--- config.mk ---
export PLATFORM = sky130hd
export DESIGN_NAME = ifetch_bp
export DESIGN_NICKNAME = d
export VERILOG_FILES = /design/src/rtl/ifetch_bp.sv
export SDC_FILE = /design/constraint.sdc
export NUM_CORES = 2
export LEC_CHECK = 0
export ABC_CLOCK_PERIOD_IN_PS = 6300
export CAP_MARGIN = 20
export CORE_ASPECT_RATIO = 0.5
export CORE_MARGIN = 2
export CORE_UTILIZATION = 40
export CTS_CLUSTER_DIAMETER = 200
export DETAILED_ROUTE_END_ITERATION = 16
export PLACE_DENSITY_LB_ADDON = 0.25
export SYNTH_ARGS = -nofsm -noshare
export SYNTH_HDL_FRONTEND = slang
export SYNTH_SLANG_ARGS = --single-unit
--- constraint.sdc ---
create_clock -name clk -period 6.3 [get_ports clk]
set_input_delay 1.26 -clock clk [delete_from_list [all_inputs] [get_ports clk]]
set_output_delay 1.26 -clock clk [all_outputs]
set_load 0.02 [all_outputs]
--- src/rtl/ifetch_bp.sv ---
// Instruction fetch stage: PC register, instruction memory request, BTB-based
// next-PC prediction with 2-bit counters, and the IF/ID pipeline register.
module ifetch_bp #(
  parameter logic [31:0] RESET_PC  = 32'h0000_0000,
  parameter int          BTB_IDX_W = 4,
  parameter logic [31:0] NOP_INSTR = 32'h0000_0013
) (
  input  logic        clk,
  input  logic        rst,
  input  logic        ide_wait,
  output logic [31:0] imem_addr,
  input  logic [31:0] imem_rdata,
  input  logic        imem_ready,
  input  logic        flush_valid,
  input  logic [31:0] flush_pc,
  input  logic        upd_valid,
  input  logic [31:0] upd_pc,
  input  logic [31:0] upd_target,
  input  logic        upd_taken,
  output logic [31:0] instr,
  output logic [31:0] pc_if2id,
  output logic [4:0]  wr_addr,
  output logic [6:0]  opcode,
  output logic        pred_taken_if2id,
  output logic [31:0] pred_target_if2id,
  output logic        valid_if2id
);

  localparam int BTB_ENTRIES = 1 << BTB_IDX_W;
  localparam int TAG_W       = 32 - BTB_IDX_W - 2;

  logic [31:0]          r_pc;
  logic                 r_btb_valid [BTB_ENTRIES];
  logic [TAG_W-1:0]     r_btb_tag   [BTB_ENTRIES];
  logic [31:0]          r_btb_tgt   [BTB_ENTRIES];
  logic [1:0]           r_btb_cnt   [BTB_ENTRIES];

  logic [BTB_IDX_W-1:0] w_idx;
  logic [TAG_W-1:0]     w_tag;
  logic                 w_hit;
  logic                 w_pred_taken;
  logic [31:0]          w_pc_plus4;
  logic [31:0]          w_next_pc;

  logic [BTB_IDX_W-1:0] w_upd_idx;
  logic [TAG_W-1:0]     w_upd_tag;
  logic                 w_upd_hit;

  assign imem_addr = r_pc;

  // Lookup is purely combinational on the current PC; it sees pre-update contents.
  always_comb begin
    w_idx        = r_pc[BTB_IDX_W+1:2];
    w_tag        = r_pc[31:BTB_IDX_W+2];
    w_hit        = r_btb_valid[w_idx] && (r_btb_tag[w_idx] == w_tag);
    w_pred_taken = w_hit && r_btb_cnt[w_idx][1];
    w_pc_plus4   = r_pc + 32'd4;
    if (w_pred_taken) begin
      w_next_pc = r_btb_tgt[w_idx];
    end else begin
      w_next_pc = w_pc_plus4;
    end
    w_upd_idx = upd_pc[BTB_IDX_W+1:2];
    w_upd_tag = upd_pc[31:BTB_IDX_W+2];
    w_upd_hit = r_btb_valid[w_upd_idx] && (r_btb_tag[w_upd_idx] == w_upd_tag);
  end

  always_ff @(posedge clk) begin
    if (rst) begin
      r_pc <= RESET_PC;
    end else if (flush_valid) begin
      r_pc <= flush_pc;
    end else if (!ide_wait && imem_ready) begin
      r_pc <= w_next_pc;
    end
  end

  // IF/ID register: flush beats stall; a memory wait inserts a bubble tagged with the held PC.
  always_ff @(posedge clk) begin
    if (rst) begin
      instr             <= NOP_INSTR;
      pc_if2id          <= 32'h0000_0000;
      wr_addr           <= 5'd0;
      opcode            <= 7'h13;
      pred_taken_if2id  <= 1'b0;
      pred_target_if2id <= 32'h0000_0000;
      valid_if2id       <= 1'b0;
    end else if (flush_valid) begin
      instr             <= NOP_INSTR;
      pc_if2id          <= flush_pc;
      wr_addr           <= 5'd0;
      opcode            <= 7'h13;
      pred_taken_if2id  <= 1'b0;
      pred_target_if2id <= 32'h0000_0000;
      valid_if2id       <= 1'b0;
    end else if (!ide_wait) begin
      if (imem_ready) begin
        instr             <= imem_rdata;
        pc_if2id          <= r_pc;
        wr_addr           <= imem_rdata[11:7];
        opcode            <= imem_rdata[6:0];
        pred_taken_if2id  <= w_pred_taken;
        pred_target_if2id <= w_next_pc;
        valid_if2id       <= 1'b1;
      end else begin
        instr             <= NOP_INSTR;
        pc_if2id          <= r_pc;
        wr_addr           <= 5'd0;
        opcode            <= 7'h13;
        pred_taken_if2id  <= 1'b0;
        pred_target_if2id <= 32'h0000_0000;
        valid_if2id       <= 1'b0;
      end
    end
  end

  // BTB training runs regardless of flush/stall; a taken miss overwrites the aliased entry.
  always_ff @(posedge clk) begin
    if (rst) begin
      for (int i = 0; i < BTB_ENTRIES; i++) begin
        r_btb_valid[i] <= 1'b0;
        r_btb_tag[i]   <= '0;
        r_btb_tgt[i]   <= 32'h0000_0000;
        r_btb_cnt[i]   <= 2'b01;
      end
    end else if (upd_valid) begin
      if (w_upd_hit) begin
        if (upd_taken) begin
          r_btb_tgt[w_upd_idx] <= upd_target;
          if (r_btb_cnt[w_upd_idx] != 2'b11) begin
            r_btb_cnt[w_upd_idx] <= r_btb_cnt[w_upd_idx] + 2'b01;
          end
        end else if (r_btb_cnt[w_upd_idx] != 2'b00) begin
          r_btb_cnt[w_upd_idx] <= r_btb_cnt[w_upd_idx] - 2'b01;
        end
      end else if (upd_taken) begin
        r_btb_valid[w_upd_idx] <= 1'b1;
        r_btb_tag[w_upd_idx]   <= w_upd_tag;
        r_btb_tgt[w_upd_idx]   <= upd_target;
        r_btb_cnt[w_upd_idx]   <= 2'b10;
      end
    end
  end

endmodule

==> impl_metrics.tcl <==
set metrics [dict create \
    status "finished clean" \
    num-fill-cells 11740 \
    dpl.cell_count 5638 \
    rsz0062_at_grt "no" \
    drc 0 \
    hp-class "reg2reg" \
    relSlewSlack_pct 20.25 \
    synth_area_mm2 0.05457 \
    vias 36350 \
    critPathBufInv 5 \
    total_power_uw 17240 \
    grt_pass1_wl_um 265700 \
    required_ns 6.77 \
    core.rowCount 95 \
    seq_area_mm2 0.03184 \
    wl_met3_um 19730 \
    netlist_top_cells_count "960 x edfxtp_1, 522 x and2_1, 424 x and3_1, 367 x mux4_2, 331 x clkbuf_1" \
    port_buffers 274 \
    ioPinCount 277 \
    cp_cell_sequence "buf_4 > buf_12 > mux4_2 > xnor2_1 > a41oi_1 > o21ai_0 > o21ai_0 > nor4_1 > buf_4 > and3_1 > buf_12 > nor3_1 > or2_2 > buf_12" \
    place_hpwl_um 111100 \
    synth.avg_cell_area_um2 14.08 \
    drtAntennaViolNets 0 \
    yosysMostFrequentCell "edfxtp_1" \
    met1Wirelength_um 75100 \
    final_cells 5845 \
    cp_max_fo 32 \
    ys.flop_type "edfxtp_1" \
    firstDrtPassIters 6 \
    htreeDepth 3 \
    drt_iter0_drc 5228 \
    clock-root-buffer "clkbuf_16" \
    clk_pin_slew_ns 0.06 \
    grt_pass1_vias 35570 \
    post-route-util_pct 46.88 \
    critPathMaxStageDelay_ns 0.74 \
    netlist_top_cells_area "edfxtp_1 53%, mux4_2 15%, and2_1 6.0%, dfxtp_1 5.5%, and3_1 4.9%" \
    critPathArrivalTime_ns 5.68 \
    endpoint_kind "flip-flop" \
    post-cts-setup-buffer-count 0 \
    start_util_pct 40.49 \
    synth_cell_types 65 \
    fin_crit_ns 5.208 \
    cts_max_path_buffers 3 \
    nNetsFinal 4088 \
    hold_buffers 0 \
    fmax_mhz 192.0 \
    crit_path_frequent_cell "buf_12" \
    insertion_delay_ns 0.76 \
    wl_per_cell_um 32.11 \
    critPathKind "in2reg" \
    yosys_warnings 0 \
    synth_async_sr_flop_share_pct 0 \
    cts_tree "done" \
    startpoint_type "input port" \
    setup_viol 0 \
    syn_inst 3877 \
    synth_seq_cells 1110 \
    viasPerCell 6.220 \
    yosysTopAreaCellShare_pct 52.82 \
    wl_um 187700 \
    grt.total_usage_pct 26.54 \
    ys_seq_area_share_pct 58.33 \
    grt_max_degree 162 \
    area_growth_pct 15.80 \
    die_h_um 265.2 \
    top_layer "met5" \
    routed-wl-met2_um 85990 \
    core_mm2 0.1348 \
    ctsResizeCount 0 \
    fin_skew_ns 0.03660 \
    place.gp.congestion 0.9608 \
    cp_slowest_cell "nor4_1" \
    p_per_area_mw_per_mm2 272.9 \
    die-area_mm2 0.1396 \
    antenna_found_initial 19 \
    finalCritPeriodShare_pct 82.67 \
    synth_area_leader_cell "edfxtp_1" \
    synth_edf_count 960 \
    multi_input_area_mm2 0.02115 \
    drive_gt1_share_pct 19.14 \
    cts_made_buffers 106 \
    die_w_um 526.4 \
    fin_tns_setup_ns 0 \
    clock_sinks 1110 \
    hold_viol_final 0 \
    cap_violations 0 \
    syn-num-nets 4013 \
    tightestPinTransition_ns 1.192 \
    p_leak_uw 0.02297 \
    cp_top_family "buffers and inverters" \
    slew_viol_final 0 \
    peakVddDrop_mv 0.2195 \
    grt_overflow 0 \
]
==> flip-flops by register name (all words and copies together), names as in the netlist, named ones only <==
name,count
imem_addr,32
r_btb_cnt,32
valid_if2id,1
pred_taken_if2id,1
instr,32
pred_target_if2id,32
pc_if2id,32
r_btb_valid,16
r_btb_tag,416
r_btb_tgt,512
==> path summary, 6_finish.rpt <==
| kind | start | to | slack [ns] | depth (start not counted) |
|---|---|---|---|---|
| worst max-delay path | upd_pc[2] | r_btb_tag[2][23] | 1.09 | 14 |
| worst max register to register | flip-flop | flip-flop | 1.29 | 10 |
| worst min register to register | pred_target_if2id[22] | pred_target_if2id[22] | 0.45 | 2 |
| worst min-delay path | pred_target_if2id[22] | pred_target_if2id[22] | 0.45 | 2 |
==> cell type report <==
| type | count | share of cell area, % |
|---|---|---|
| flip-flops and latches | 1110 | 50.39 |
| multi-input cells | 2307 | 33.47 |
| repair buffers | 407 | 6.789 |
| clock buffers | 144 | 4.791 |
| well taps | 1794 | 3.552 |
| clock inverters | 56 | 0.8632 |
| inverters | 20 | 0.1208 |
| diodes | 7 | 0.02772 |
==> kinds of logic (layout without fill, tap and decap cells) <==
kind of cell,after synthesis,after routing,synth area share [%]
AOI/OAI and AO/OA,374,374,4.691
DFF,1110,1110,58.33
adders and majority gates,1,1,0.02292
other,0,7,0
buffers and inverters,460,627,3.547
xor gates and xnor gates,83,83,1.332
muxes,525,525,18.08
and+or+nand+nor,1324,1324,14.00
==> per-layer routing <==
layer | global-route usage (%) | vias up
met5 | 0 | -
met2 | 41.26 | 2141
met3 | 5.745 | 357
met4 | 9.745 | 4
met1 | 36.72 | 18910
li1 | - | 14950
==> stage by stage <==
stage	hold WS, ns	instance area (µm²)	worst slack [ns]
floorplan	0.4357	54570	0.6557
global placement	0.4332	59610	0.3489
detailed placement	0.4362	59610	0.3377
CTS	0.4472	63180	1.090
global route	0.4697	63190	0.9623
finish	0.4463	63200	1.092
==> power breakdown <==
part	internal, µW	switching [µW]
Sequential	8340	226
Combinational	855	1160
Clock	3670	2980
Total	12900	4370
==> tightest hold or removal path: cells and delay by family (launching register included) <==
family	cells	cell delay (ns)
flip-flops	1	0.31
AND/OR/NAND/NOR	2	0.09
==> cells in the final DEF (no fill, tap or decap), drive strengths merged, types with 24 or more instances in the layout <==
cell / instances
mux4: 367
edfxtp: 960
xor2: 45
xnor2: 38
buf: 139
a22o: 36
clkbuf: 144
nand3: 24
nor3: 24
nand4: 24
o21ai: 62
clkdlybuf4s50: 268
dfxtp: 150
a21oi: 67
and3: 424
mux2i: 145
clkinv: 46
nand2: 110
and2: 523
o22ai: 40
nor2: 134
a22oi: 51
Note: power is estimated with default switching activity, not from simulation.
